===== src/rtl/core_ctrl_pkg.sv =====
`default_nettype none
// ============================================================================
// Module   : core_ctrl_pkg
// Purpose  : Shared definitions for the conv kernel-loop sequencer:
//            default address widths, configuration field widths and the
//            sequencer state encoding.
// Ports    : (package, none)
// Revision : 1.0 - initial release
// ============================================================================
package core_ctrl_pkg;

  localparam int AW_DEF = 12;  // input-buffer address width
  localparam int WW_DEF = 10;  // weight address width
  localparam int CH_W   = 4;   // channel count field (id)
  localparam int SIDE_W = 5;   // side-length fields (is, os)
  localparam int KS_W   = 3;   // kernel side field (ks)

  typedef enum logic [1:0] {
    IDLE  = 2'd0,
    RUN   = 2'd1,
    STALL = 2'd2,
    DONE  = 2'd3
  } state_t;

endpackage
`default_nettype wire


===== src/rtl/core_ctrl_if.sv =====
`default_nettype none
// ============================================================================
// Module   : core_ctrl_if
// Purpose  : Bundles the batch_ctrl handshake, out_ctrl back-pressure,
//            layer configuration and MAC-array address bus of core_ctrl.
// Ports    : slave  - the sequencer (drives exec/k_init/k_fin/ia/wa/s_fin/busy)
//            master - the environment (drives s_init/out_busy/id/is/ks/os)
// Revision : 1.0 - initial release
// ============================================================================
interface core_ctrl_if
  import core_ctrl_pkg::*;
#(
  parameter int AW = AW_DEF,
  parameter int WW = WW_DEF
);

  logic              s_init;
  logic              s_fin;
  logic              out_busy;
  logic              exec;
  logic              k_init;
  logic              k_fin;
  logic [AW-1:0]     ia;
  logic [WW-1:0]     wa;
  logic [CH_W-1:0]   id;
  logic [SIDE_W-1:0] is;
  logic [KS_W-1:0]   ks;
  logic [SIDE_W-1:0] os;
  logic              busy;

  modport slave (
    input  s_init, out_busy, id, is, ks, os,
    output s_fin, exec, k_init, k_fin, ia, wa, busy
  );

  modport master (
    output s_init, out_busy, id, is, ks, os,
    input  s_fin, exec, k_init, k_fin, ia, wa, busy
  );

endinterface
`default_nettype wire


===== src/rtl/core_ctrl_win_cnt.sv =====
`default_nettype none
// ============================================================================
// Module   : win_cnt
// Purpose  : Wrap counter for one level of the kernel loop nest. Loads i_ini
//            on i_start, steps on i_en, and wraps back to i_ini after i_fin.
//            o_last flags the final value so levels chain into a nest.
// Ports    : clk, rst_n     - clock, async active-low reset
//            i_start        - reload to i_ini (has priority over i_en)
//            i_en           - advance one step
//            i_ini, i_fin   - first and last count values
//            o_value        - current count
//            o_last         - o_value equals i_fin
// Revision : 1.0 - initial release
// ============================================================================
module win_cnt #(
  parameter int W = 3
) (
  input  wire logic         clk,
  input  wire logic         rst_n,
  input  wire logic         i_start,
  input  wire logic         i_en,
  input  wire logic [W-1:0] i_ini,
  input  wire logic [W-1:0] i_fin,
  output logic      [W-1:0] o_value,
  output logic              o_last
);

  logic [W-1:0] r_value;

  always_ff @(posedge clk or negedge rst_n) begin
    if (!rst_n) begin
      r_value <= '0;
    end else if (i_start) begin
      r_value <= i_ini;
    end else if (i_en) begin
      r_value <= o_last ? i_ini : r_value + W'(1);
    end
  end

  assign o_value = r_value;
  assign o_last  = (r_value == i_fin);

endmodule
`default_nettype wire


===== src/rtl/core_ctrl.sv =====
`default_nettype none
// ============================================================================
// Module   : core_ctrl
// Purpose  : Kernel-loop sequencer. On s_init it sweeps every output pixel
//            (oy, ox) and, per pixel, every (c, ky, kx) tap, issuing one MAC
//            tap per cycle with input address ia and weight address wa.
//            k_init/k_fin bracket each pixel; out_busy can hold off the
//            start of a pixel; s_fin reports completion to batch_ctrl.
// Ports    : clk    - clock
//            rst_n  - async active-low reset
//            ctrl   - core_ctrl_if slave (handshake, config, address bus)
// Revision : 1.0 - initial release
// ============================================================================
module core_ctrl
  import core_ctrl_pkg::*;
#(
  parameter int AW = AW_DEF,
  parameter int WW = WW_DEF
) (
  input  wire logic  clk,
  input  wire logic  rst_n,
  core_ctrl_if.slave ctrl
);

  state_t r_state;
  state_t w_state_nxt;

  logic w_accept;   // s_init taken in IDLE
  logic w_emit;     // a tap is issued at this edge

  // Configuration held for the whole pass
  logic [CH_W-1:0]   r_id;
  logic [SIDE_W-1:0] r_is;
  logic [KS_W-1:0]   r_ks;
  logic [SIDE_W-1:0] r_os;

  // Loop-nest counter values and wrap flags
  logic [KS_W-1:0]   w_kx, w_ky;
  logic [CH_W-1:0]   w_c;
  logic [SIDE_W-1:0] w_ox, w_oy;
  logic w_kx_last, w_ky_last, w_c_last, w_ox_last, w_oy_last;

  logic w_boundary;  // current tap is tap 0 of a pixel
  logic w_pix_last;  // current tap is the last tap of a pixel
  logic w_final;     // current tap is the last tap of the pass

  logic [AW-1:0] w_ia;
  logic [WW-1:0] w_wa;
  logic [WW-1:0] r_tap;

  logic          r_exec, r_k_init, r_k_fin, r_s_fin, r_busy;
  logic [AW-1:0] r_ia;
  logic [WW-1:0] r_wa;

  // --------------------------------------------------------------------------
  // Loop nest, inner to outer: kx, ky, c, ox, oy
  // --------------------------------------------------------------------------
  win_cnt #(.W(KS_W)) u_cnt_kx (
    .clk(clk), .rst_n(rst_n), .i_start(w_accept), .i_en(w_emit),
    .i_ini('0), .i_fin(r_ks), .o_value(w_kx), .o_last(w_kx_last)
  );

  win_cnt #(.W(KS_W)) u_cnt_ky (
    .clk(clk), .rst_n(rst_n), .i_start(w_accept), .i_en(w_emit & w_kx_last),
    .i_ini('0), .i_fin(r_ks), .o_value(w_ky), .o_last(w_ky_last)
  );

  win_cnt #(.W(CH_W)) u_cnt_c (
    .clk(clk), .rst_n(rst_n), .i_start(w_accept),
    .i_en(w_emit & w_kx_last & w_ky_last),
    .i_ini('0), .i_fin(r_id), .o_value(w_c), .o_last(w_c_last)
  );

  win_cnt #(.W(SIDE_W)) u_cnt_ox (
    .clk(clk), .rst_n(rst_n), .i_start(w_accept), .i_en(w_emit & w_pix_last),
    .i_ini('0), .i_fin(r_os), .o_value(w_ox), .o_last(w_ox_last)
  );

  win_cnt #(.W(SIDE_W)) u_cnt_oy (
    .clk(clk), .rst_n(rst_n), .i_start(w_accept),
    .i_en(w_emit & w_pix_last & w_ox_last),
    .i_ini('0), .i_fin(r_os), .o_value(w_oy), .o_last(w_oy_last)
  );

  assign w_boundary = (w_c == '0) && (w_ky == '0) && (w_kx == '0);
  assign w_pix_last = w_kx_last & w_ky_last & w_c_last;
  assign w_final    = w_pix_last & w_ox_last & w_oy_last;

  // --------------------------------------------------------------------------
  // Address generation. Every term is taken modulo 2^AW, which equals
  // truncating the full-precision sum.
  // --------------------------------------------------------------------------
  assign w_ia = AW'(w_c) * AW'(r_is) * AW'(r_is)
              + (AW'(w_oy) + AW'(w_ky)) * AW'(r_is)
              + AW'(w_ox) + AW'(w_kx);

  // Tap index within the pixel; forced to 0 on the first tap of each pixel
  assign w_wa = w_boundary ? '0 : r_tap;

  // --------------------------------------------------------------------------
  // FSM
  // --------------------------------------------------------------------------
  always_ff @(posedge clk or negedge rst_n) begin
    if (!rst_n) begin
      r_state <= IDLE;
    end else begin
      r_state <= w_state_nxt;
    end
  end

  // A stalled pixel is released on the same edge out_busy is seen low, so
  // the exec gap equals the number of cycles out_busy was sampled high.
  always_comb begin
    w_state_nxt = r_state;
    w_accept    = 1'b0;
    w_emit      = 1'b0;
    case (r_state)
      IDLE: begin
        if (ctrl.s_init) begin
          w_accept    = 1'b1;
          w_state_nxt = RUN;
        end
      end
      RUN: begin
        if (w_boundary && ctrl.out_busy) begin
          w_state_nxt = STALL;
        end else begin
          w_emit = 1'b1;
          if (w_final) begin
            w_state_nxt = DONE;
          end
        end
      end
      STALL: begin
        if (!ctrl.out_busy) begin
          w_emit      = 1'b1;
          w_state_nxt = w_final ? DONE : RUN;
        end
      end
      DONE: begin
        w_state_nxt = IDLE;
      end
      default: begin
        w_state_nxt = IDLE;
      end
    endcase
  end

  // --------------------------------------------------------------------------
  // Registered outputs, tap index and configuration capture
  // --------------------------------------------------------------------------
  always_ff @(posedge clk or negedge rst_n) begin
    if (!rst_n) begin
      r_exec   <= 1'b0;
      r_k_init <= 1'b0;
      r_k_fin  <= 1'b0;
      r_ia     <= '0;
      r_wa     <= '0;
      r_s_fin  <= 1'b0;
      r_busy   <= 1'b0;
      r_tap    <= '0;
      r_id     <= '0;
      r_is     <= '0;
      r_ks     <= '0;
      r_os     <= '0;
    end else begin
      r_exec   <= w_emit;
      r_k_init <= w_emit & w_boundary;
      r_k_fin  <= w_emit & w_pix_last;
      r_s_fin  <= (r_state == DONE);
      // busy covers the final tap's exec cycle and drops as s_fin rises
      r_busy   <= (w_state_nxt != IDLE);
      if (w_emit) begin
        r_ia <= w_ia;
        r_wa <= w_wa;
      end
      if (w_accept) begin
        r_tap <= '0;
        r_id  <= ctrl.id;
        r_is  <= ctrl.is;
        r_ks  <= ctrl.ks;
        r_os  <= ctrl.os;
      end else if (w_emit) begin
        r_tap <= w_wa + WW'(1);
      end
    end
  end

  assign ctrl.exec   = r_exec;
  assign ctrl.k_init = r_k_init;
  assign ctrl.k_fin  = r_k_fin;
  assign ctrl.ia     = r_ia;
  assign ctrl.wa     = r_wa;
  assign ctrl.s_fin  = r_s_fin;
  assign ctrl.busy   = r_busy;

endmodule
`default_nettype wire


===== src/flat_wrapper.sv =====
// flat-port wrapper written by rule: the top's interface ports become plain ports
module core_ctrl_flat import core_ctrl_pkg::*;
#(
  parameter int AW = AW_DEF,
  parameter int WW = WW_DEF
)
  (clk, rst_n, ctrl_s_init, ctrl_out_busy, ctrl_id, ctrl_is, ctrl_ks, ctrl_os, ctrl_s_fin, ctrl_exec, ctrl_k_init, ctrl_k_fin, ctrl_ia, ctrl_wa, ctrl_busy);
  core_ctrl_if #(.AW(AW), .WW(WW)) ctrl_i ();
  input  wire logic clk;
  input  wire logic rst_n;
  input wire logic [$bits(ctrl_i.s_init)-1:0] ctrl_s_init;
  input wire logic [$bits(ctrl_i.out_busy)-1:0] ctrl_out_busy;
  input wire logic [$bits(ctrl_i.id)-1:0] ctrl_id;
  input wire logic [$bits(ctrl_i.is)-1:0] ctrl_is;
  input wire logic [$bits(ctrl_i.ks)-1:0] ctrl_ks;
  input wire logic [$bits(ctrl_i.os)-1:0] ctrl_os;
  output wire logic [$bits(ctrl_i.s_fin)-1:0] ctrl_s_fin;
  output wire logic [$bits(ctrl_i.exec)-1:0] ctrl_exec;
  output wire logic [$bits(ctrl_i.k_init)-1:0] ctrl_k_init;
  output wire logic [$bits(ctrl_i.k_fin)-1:0] ctrl_k_fin;
  output wire logic [$bits(ctrl_i.ia)-1:0] ctrl_ia;
  output wire logic [$bits(ctrl_i.wa)-1:0] ctrl_wa;
  output wire logic [$bits(ctrl_i.busy)-1:0] ctrl_busy;
  assign ctrl_i.s_init = ctrl_s_init;
  assign ctrl_i.out_busy = ctrl_out_busy;
  assign ctrl_i.id = ctrl_id;
  assign ctrl_i.is = ctrl_is;
  assign ctrl_i.ks = ctrl_ks;
  assign ctrl_i.os = ctrl_os;
  assign ctrl_s_fin = ctrl_i.s_fin;
  assign ctrl_exec = ctrl_i.exec;
  assign ctrl_k_init = ctrl_i.k_init;
  assign ctrl_k_fin = ctrl_i.k_fin;
  assign ctrl_ia = ctrl_i.ia;
  assign ctrl_wa = ctrl_i.wa;
  assign ctrl_busy = ctrl_i.busy;
  core_ctrl #(.AW(AW), .WW(WW)) u_core (.clk(clk), .rst_n(rst_n), .ctrl(ctrl_i));
endmodule

===== config.mk =====
export PLATFORM = sky130hd
export DESIGN_NAME = core_ctrl_flat
export DESIGN_NICKNAME = d
export VERILOG_FILES = /design/src/rtl/core_ctrl_pkg.sv /design/src/rtl/core_ctrl_if.sv /design/src/rtl/core_ctrl_win_cnt.sv /design/src/rtl/core_ctrl.sv /design/src/flat_wrapper.sv
export SDC_FILE = /design/constraint.sdc
export NUM_CORES = 1
export LEC_CHECK = 0
export CAP_MARGIN = 20
export CORE_MARGIN = 2
export CORE_UTILIZATION = 45
export CTS_BUF_LIST = sky130_fd_sc_hd__clkbuf_8
export DETAILED_ROUTE_END_ITERATION = 10
export GPL_TIMING_DRIVEN = 0
export PLACE_DENSITY_LB_ADDON = 0.3
export SETUP_SLACK_MARGIN = 0.2
export SYNTH_ARGS = -nofsm -noshare
export SYNTH_HDL_FRONTEND = slang
export SYNTH_SLANG_ARGS = --single-unit

===== constraint.sdc =====
create_clock -name clk -period 9.48 [get_ports clk]
set_clock_uncertainty 0.2 [all_clocks]
set_input_delay 0.948 -clock clk [delete_from_list [all_inputs] [get_ports clk]]
set_output_delay 0.948 -clock clk [all_outputs]
set_load 0.01 [all_outputs]

==> Word-level counts from Yosys, hierarchy flattened <==
Cells that the tools add are included.
{ "word_totals": {"regBits": 76, "in_bits": 21, "output_inout_bits": 27, "wordCells": 90} }
{ "op_classes": {"addsub": 10, "n_mul": 3, "eq_ne": 8, "mux": 29, "bitwise_logic": 9, "n_reduce_logical": 13} }
{ "op_table": {"columns": ["op", "n"], "rows": [
  ["$mux W10", 3],
  ["$mux W5", 6],
  ["$mux W3", 6],
  ["$add A12 B12 Y12", 1],
  ["$add A12 B3 Y12", 1],
  ["$add A12 B5 Y12", 1],
  ["$mul A12 B5 Y12", 1],
  ["$mul A9 B5 Y12", 1],
  ["$mux W4", 3],
  ["$reduce_bool A2 Y1", 6],
  ["$add A10 B1 Y10 const B", 1],
  ["$add A5 B1 Y5 const B", 2],
  ["$eq A5 B5 Y1", 2],
  ["$mux W2", 5],
  ["$and A1 B1 Y1", 9],
  ["$mul A4 B5 Y9", 1],
  ["$pmux W2 S4", 1],
  ["$add A3 B1 Y3 const B", 2],
  ["$add A5 B3 Y6", 1],
  ["$eq A3 B3 Y1", 2],
  ["$logic_not A3 Y1", 2],
  ["$add A4 B1 Y4 const B", 1],
  ["$eq A2 B2 Y1 const B", 2],
  ["$eq A4 B4 Y1", 1],
  ["6 further kinds", 11]
]} }

==> Longest topological paths before layout <==
{ "logic_depth": {"depth_word": 10, "mapped_depth": 27, "ltp_nobuf": 26} }

==> Cells and area by module <==
From an unflattened synthesis, not the netlist that was laid out.
{ "unflattened": {"cells_unflattened": 817, "area_unflattened_um2": 7531.0} }
{ "by_module_without_submodules": {"columns": ["module", "instances", "cells_each", "area_each_um2", "seq_area_each_um2"], "rows": [
  ["core_ctrl", 1, 611, 5725.5, 1401.3],
  ["win_cnt at u_core.u_cnt_ox ...", 2, 55, 459.2, 125.1],
  ["win_cnt at u_core.u_cnt_kx ...", 2, 31, 279.0, 75.1],
  ["win_cnt at u_core.u_cnt_c", 1, 34, 329.1, 100.1]
]} }

==> Worst setup path after synthesis <==
No wires, ideal clock.
{ "synth_path": {"kind": "register to register", "start": "register u_core.r_is[0]", "end": "register u_core.r_ia[11], in the netlist u_core.ctrl.ia[11]", "setup_time_ns": 0.082, "arrival_ns": 6.849, "required_time_ns": 9.198, "setup_slack_ns": 2.350, "stages_incl_launch_ff": 27, "n_path_buf": 1, "period_less_slack_ns": 7.130, "cell_sequence": "dfrtp_1 > clkbuf_1 > nand2_1 > fa_1 > inv_1 > fa_1 > inv_1 > fa_1 > nor2b_1 > o21ai_0 > a21oi_1 > nand2_1 > fa_1 > inv_1 > fa_1 > fa_1 > fa_1 > inv_1 > fa_1 > inv_1 > ha_1 > nand2_1 > o21ai_0 > o211ai_1 > a21o_1 > a211o_1 > a31oi_1"} }
{ "synth_via": {"elab_chain_len": 5, "elab_cells_between_ends": 6, "classes_between": "add/sub: 3; mul: 3"} }
{ "synth_lines": {"columns": ["item", "line", "source"], "rows": [
  ["start, declared", "core_ctrl.sv:33", "logic [SIDE_W-1:0] r_is;"],
  ["start signal, assigned", "core_ctrl.sv:180", "r_is <= ctrl.is;"],
  ["$mul A4 B5 Y9", "core_ctrl.sv:93", "assign w_ia = AW'(w_c) * AW'(r_is) * AW'(r_is)"],
  ["$mul A9 B5 Y12", "core_ctrl.sv:93", null],
  ["$add A12 B12 Y12 *", "core_ctrl.sv:94", "+ (AW'(w_oy) + AW'(w_ky)) * AW'(r_is)"],
  ["$add A12 B5 Y12 *", "core_ctrl.sv:95", "+ AW'(w_ox) + AW'(w_kx);"],
  ["$add A12 B3 Y12 *", "core_ctrl.sv:95", null],
  ["end signal, assigned", "core_ctrl.sv:174", "r_ia <= w_ia;"],
  ["end, declared", "core_ctrl.sv:52", "logic [AW-1:0] r_ia;"]
]} }
Every way passes the cells marked *; elsewhere a longest branch is shown, timed or not.
A chain may end at the register's enable or synchronous reset.

==> Worst setup path after layout <==
Same ends and word-level chain as after synthesis.

==> results.md <==
* Status: finished, final reports clean
* CTS tree: built
* Synth Register Bits at between 70 and 80
* Diodes inserted at 0
* CTS Hold Buffers Added at 0
* Seq. cell area at 1900 sq um
* Worst setup startpoint: u_core.r_is[0]
* Most common cell in the netlist: nand2_1
* Synth area leaders: dfrtp_1 27%, fa_1 18%, ha_1 11%
* Syn_nets at 949
* Final non-filler cell total at approximately 1100
* Yosys top cell area share at 26.8%
* Switching Share at 48.3%
* CP arrival at 8.21 ns
* Psw at 0.851 mW
* Residual DRC at 0
* Cells after Synth at 803
* Post-Route WL at between 15000 and 20000 microns
* Post-CTS setup buffers at 0
* Worst EP required at 9.58 ns
* Peak Freq at 123 MHz
* Crit end category: register
* WL/cell at 14.6 microns
* Seq pwr share at a little over a quarter
* Top FF cell, synth: dfrtp_1
* Starting Density at 46.3%
* Commonest cells in the netlist: 139 x nand2_1, 105 x inv_1, 76 x dfrtp_1
* Core ar. at 15300 sq um
* Number of global-route vias before repair at 5422
* Maximum vdd drop at 0.168 mV
* Fraction of registers with async set/reset at 100%
* Crit path buffers/inverters at 6
* First-pass GRT wire length at 26700 microns
* Port bufs at 47
* Dominant cell type by area after synthesis: dfrtp_1
* Unrepaired setup endpoints after global routing: false
* Relative slew slack at 58.2%
* R2R Path Start: u_core.r_is[0]
* Placed insts at around 1100
* Comb power frac at 57.2%
* Final hold vios at 0
* Internal Pwr Total at 0.911 mW
* CP Class: reg2reg
* Vias per cell at ~5.1
* Die X at 130 microns
* Tightest Hold Check Type: reg2reg
* Crit path max-delay family: adder cells
* H-tree levels at 3
* Worst Tran Pin Value at slightly above 0.6 ns
* R2r worst-path depth at 26
* Area of the multi-input gates at ~4700 sq um
* Clk slew on worst S/H paths at 0.09 ns
* Worst path most repeated cell: fa_1
* # resized after CTS at 0
* Setup violators final at 0
* Slew Limit Fails at 0
* Total power at roughly 1.8 mW
* Vias post-DR at 5481
* Fin crit share at ~86%
* RR Endpoint: u_core.ctrl.ia[11]
* Antenna violations before repair at 0
* Rows at 45
* Synth Cell Area at around 7100 sq um
* Worst setup endpoint: u_core.ctrl.ia[11]
* Power Dens Cells at 218 nW/um^2
* Layout cells sized above 1 at roughly 4.3%
* Die Ht at between 100 and 150 microns
* First-pass DRT Iterations at 6
* Critical path depth at 26
* Clk buf depth at 2
* Setup TNS Final at 0 ns
* Crit path max fanout at 10
* Iter 0 DRT Violations at about 280
* Cell chosen for the clock root: clkbuf_8
* Die area at 16800 sq um
* Largest net degree at the start of global routing at 44
* Clk_lat worst skew at 0.38 ns
* Clock sink count at 76
* CP Launch Type: register
* Final ANT Viol Nets at 0
* Max cap viols at 0
* Clock Power Share at 15.4%
* Peak per-stage delay on the critical path at between 0.5 and 0.6 ns
* Final net count at 1008
* P&R area growth vs syn at 13.6%
* Post-synth EDFFs at 0
* Ports at 48
* Total CTS buffers at 9
* Sequential share of the synthesized area at between 20% and 30%
* CP max stage cell: fa_1
* Hold Crit Start: u_core.ctrl.wa[9]
* Placer Congestion at 0.888
* Post-synth cell types at 58
* Hpwl dp at between 10000 and 15000 microns
* Worst R2R Setup Slack at about 1.4 ns
* Leak at 3.86 nW
* GRT Overall Usage at 20.4%
* Mapped Avg Cell Area at 8.84 sq um
* Fill count at between 1000 and 1500
* Fin crit period at 8.11 ns
* Gr ovfl total at 0
* YS warnings at 0
==> metal layers <==
| layer | part of all wire (%) | track usage [%] |
|---|---|---|
| met3 | 5.2 | 4.38 |
| met2 | 44 | 31.3 |
| met5 | 0 | 0 |
| met1 | 48 | 28.5 |
| met4 | 2.0 | 7.21 |
==> power groups by stage <==
stage	registers, mW	logic (mW)	clock network [mW]
floorplan	0.482	0.700	0
CTS	0.483	1.01	0.275
finish	0.483	1.01	0.271
detailed placement	0.490	1.01	0
global placement	0.487	0.993	0
global route	0.497	1.15	0.290
==> cells by family (layout without fill, tap and decap cells) <==
family / Yosys count / count (layout) / synth area share (%)
buffers and inverters: 137 / 201 / 7.42
xor gates and xnor gates: 38 / 38 / 4.69
AOI/OAI and AO/OA: 108 / 108 / 9.41
muxes: 5 / 5 / 0.740
DFF: 76 / 76 / 26.8
and+or+nand+nor: 314 / 314 / 22.0
adders and majority gates: 125 / 125 / 28.9
==> layout by cell type, fill, tap and decap left out, drive strengths merged, types with 30 or more instances in the layout <==
master         instances
clkbuf                32
o21ai                 34
nand2                139
and2                  41
ha                    60
nor2                  34
inv                  107
clkdlybuf4s50         46
fa                    65
a21oi                 30
dfrtp                 76
==> worst min path at each step <==
stage	end	slack, ns	cells after the start
global placement	u_core.ctrl.wa[5]	0.25	2
CTS	u_core.ctrl.wa[5]	0.27	2
floorplan	u_core.r_id[0]	0.27	2
finish	u_core.ctrl.wa[9]	0.27	2
detailed placement	u_core.ctrl.wa[9]	0.25	2
global route	u_core.ctrl.wa[9]	0.31	2
==> flip-flops by register name, summed over array words and instances (netlist names) <==
name	cells
u_core.ctrl.busy	1
u_core.ctrl.exec	1
u_core.ctrl.ia	12
u_core.ctrl.k_fin	1
u_core.ctrl.k_init	1
u_core.ctrl.s_fin	1
u_core.ctrl.wa	10
u_core.r_id	4
u_core.r_is	5
u_core.r_ks	3
u_core.r_os	5
u_core.r_state	2
u_core.r_tap	10
u_core.u_cnt_c.o_value	4
u_core.u_cnt_kx.o_value	3
u_core.u_cnt_ky.o_value	3
u_core.u_cnt_ox.o_value	5
u_core.u_cnt_oy.o_value	5
==> worst reg2reg max path: cells and delay by family (launching register included) <==
kind	cells	cell delay [ns]
compound gates	7	1.65
buf+inv	6	0.72
fa+ha+maj	9	4.46
flops	1	0.43
simple gates	4	0.57
==> through the flow <==
stage               instance area (sq um)  hold WS, ns  setup WS, ns  util (%)
global placement                     7830        0.250          1.49      51.1
detailed placement                   7860        0.255          1.38      51.3
CTS                                  8070        0.275          1.34      52.7
finish                               8070        0.270          1.37      52.7
floorplan                            7100        0.267          2.35         -
global route                         8070        0.309         0.982      52.7
==> final cells by class <==
cell class | count | share of cell area [%]
multi-input combinational | 590 | 57.9
sequential | 76 | 23.6
timing repair buffer | 48 | 6.14
buffer | 32 | 1.64
tap | 211 | 3.27
clock inverter | 6 | 0.869
clock buffer | 10 | 1.71
inverter | 105 | 4.89
No activity file was read; power rests on OpenSTA's default activity.
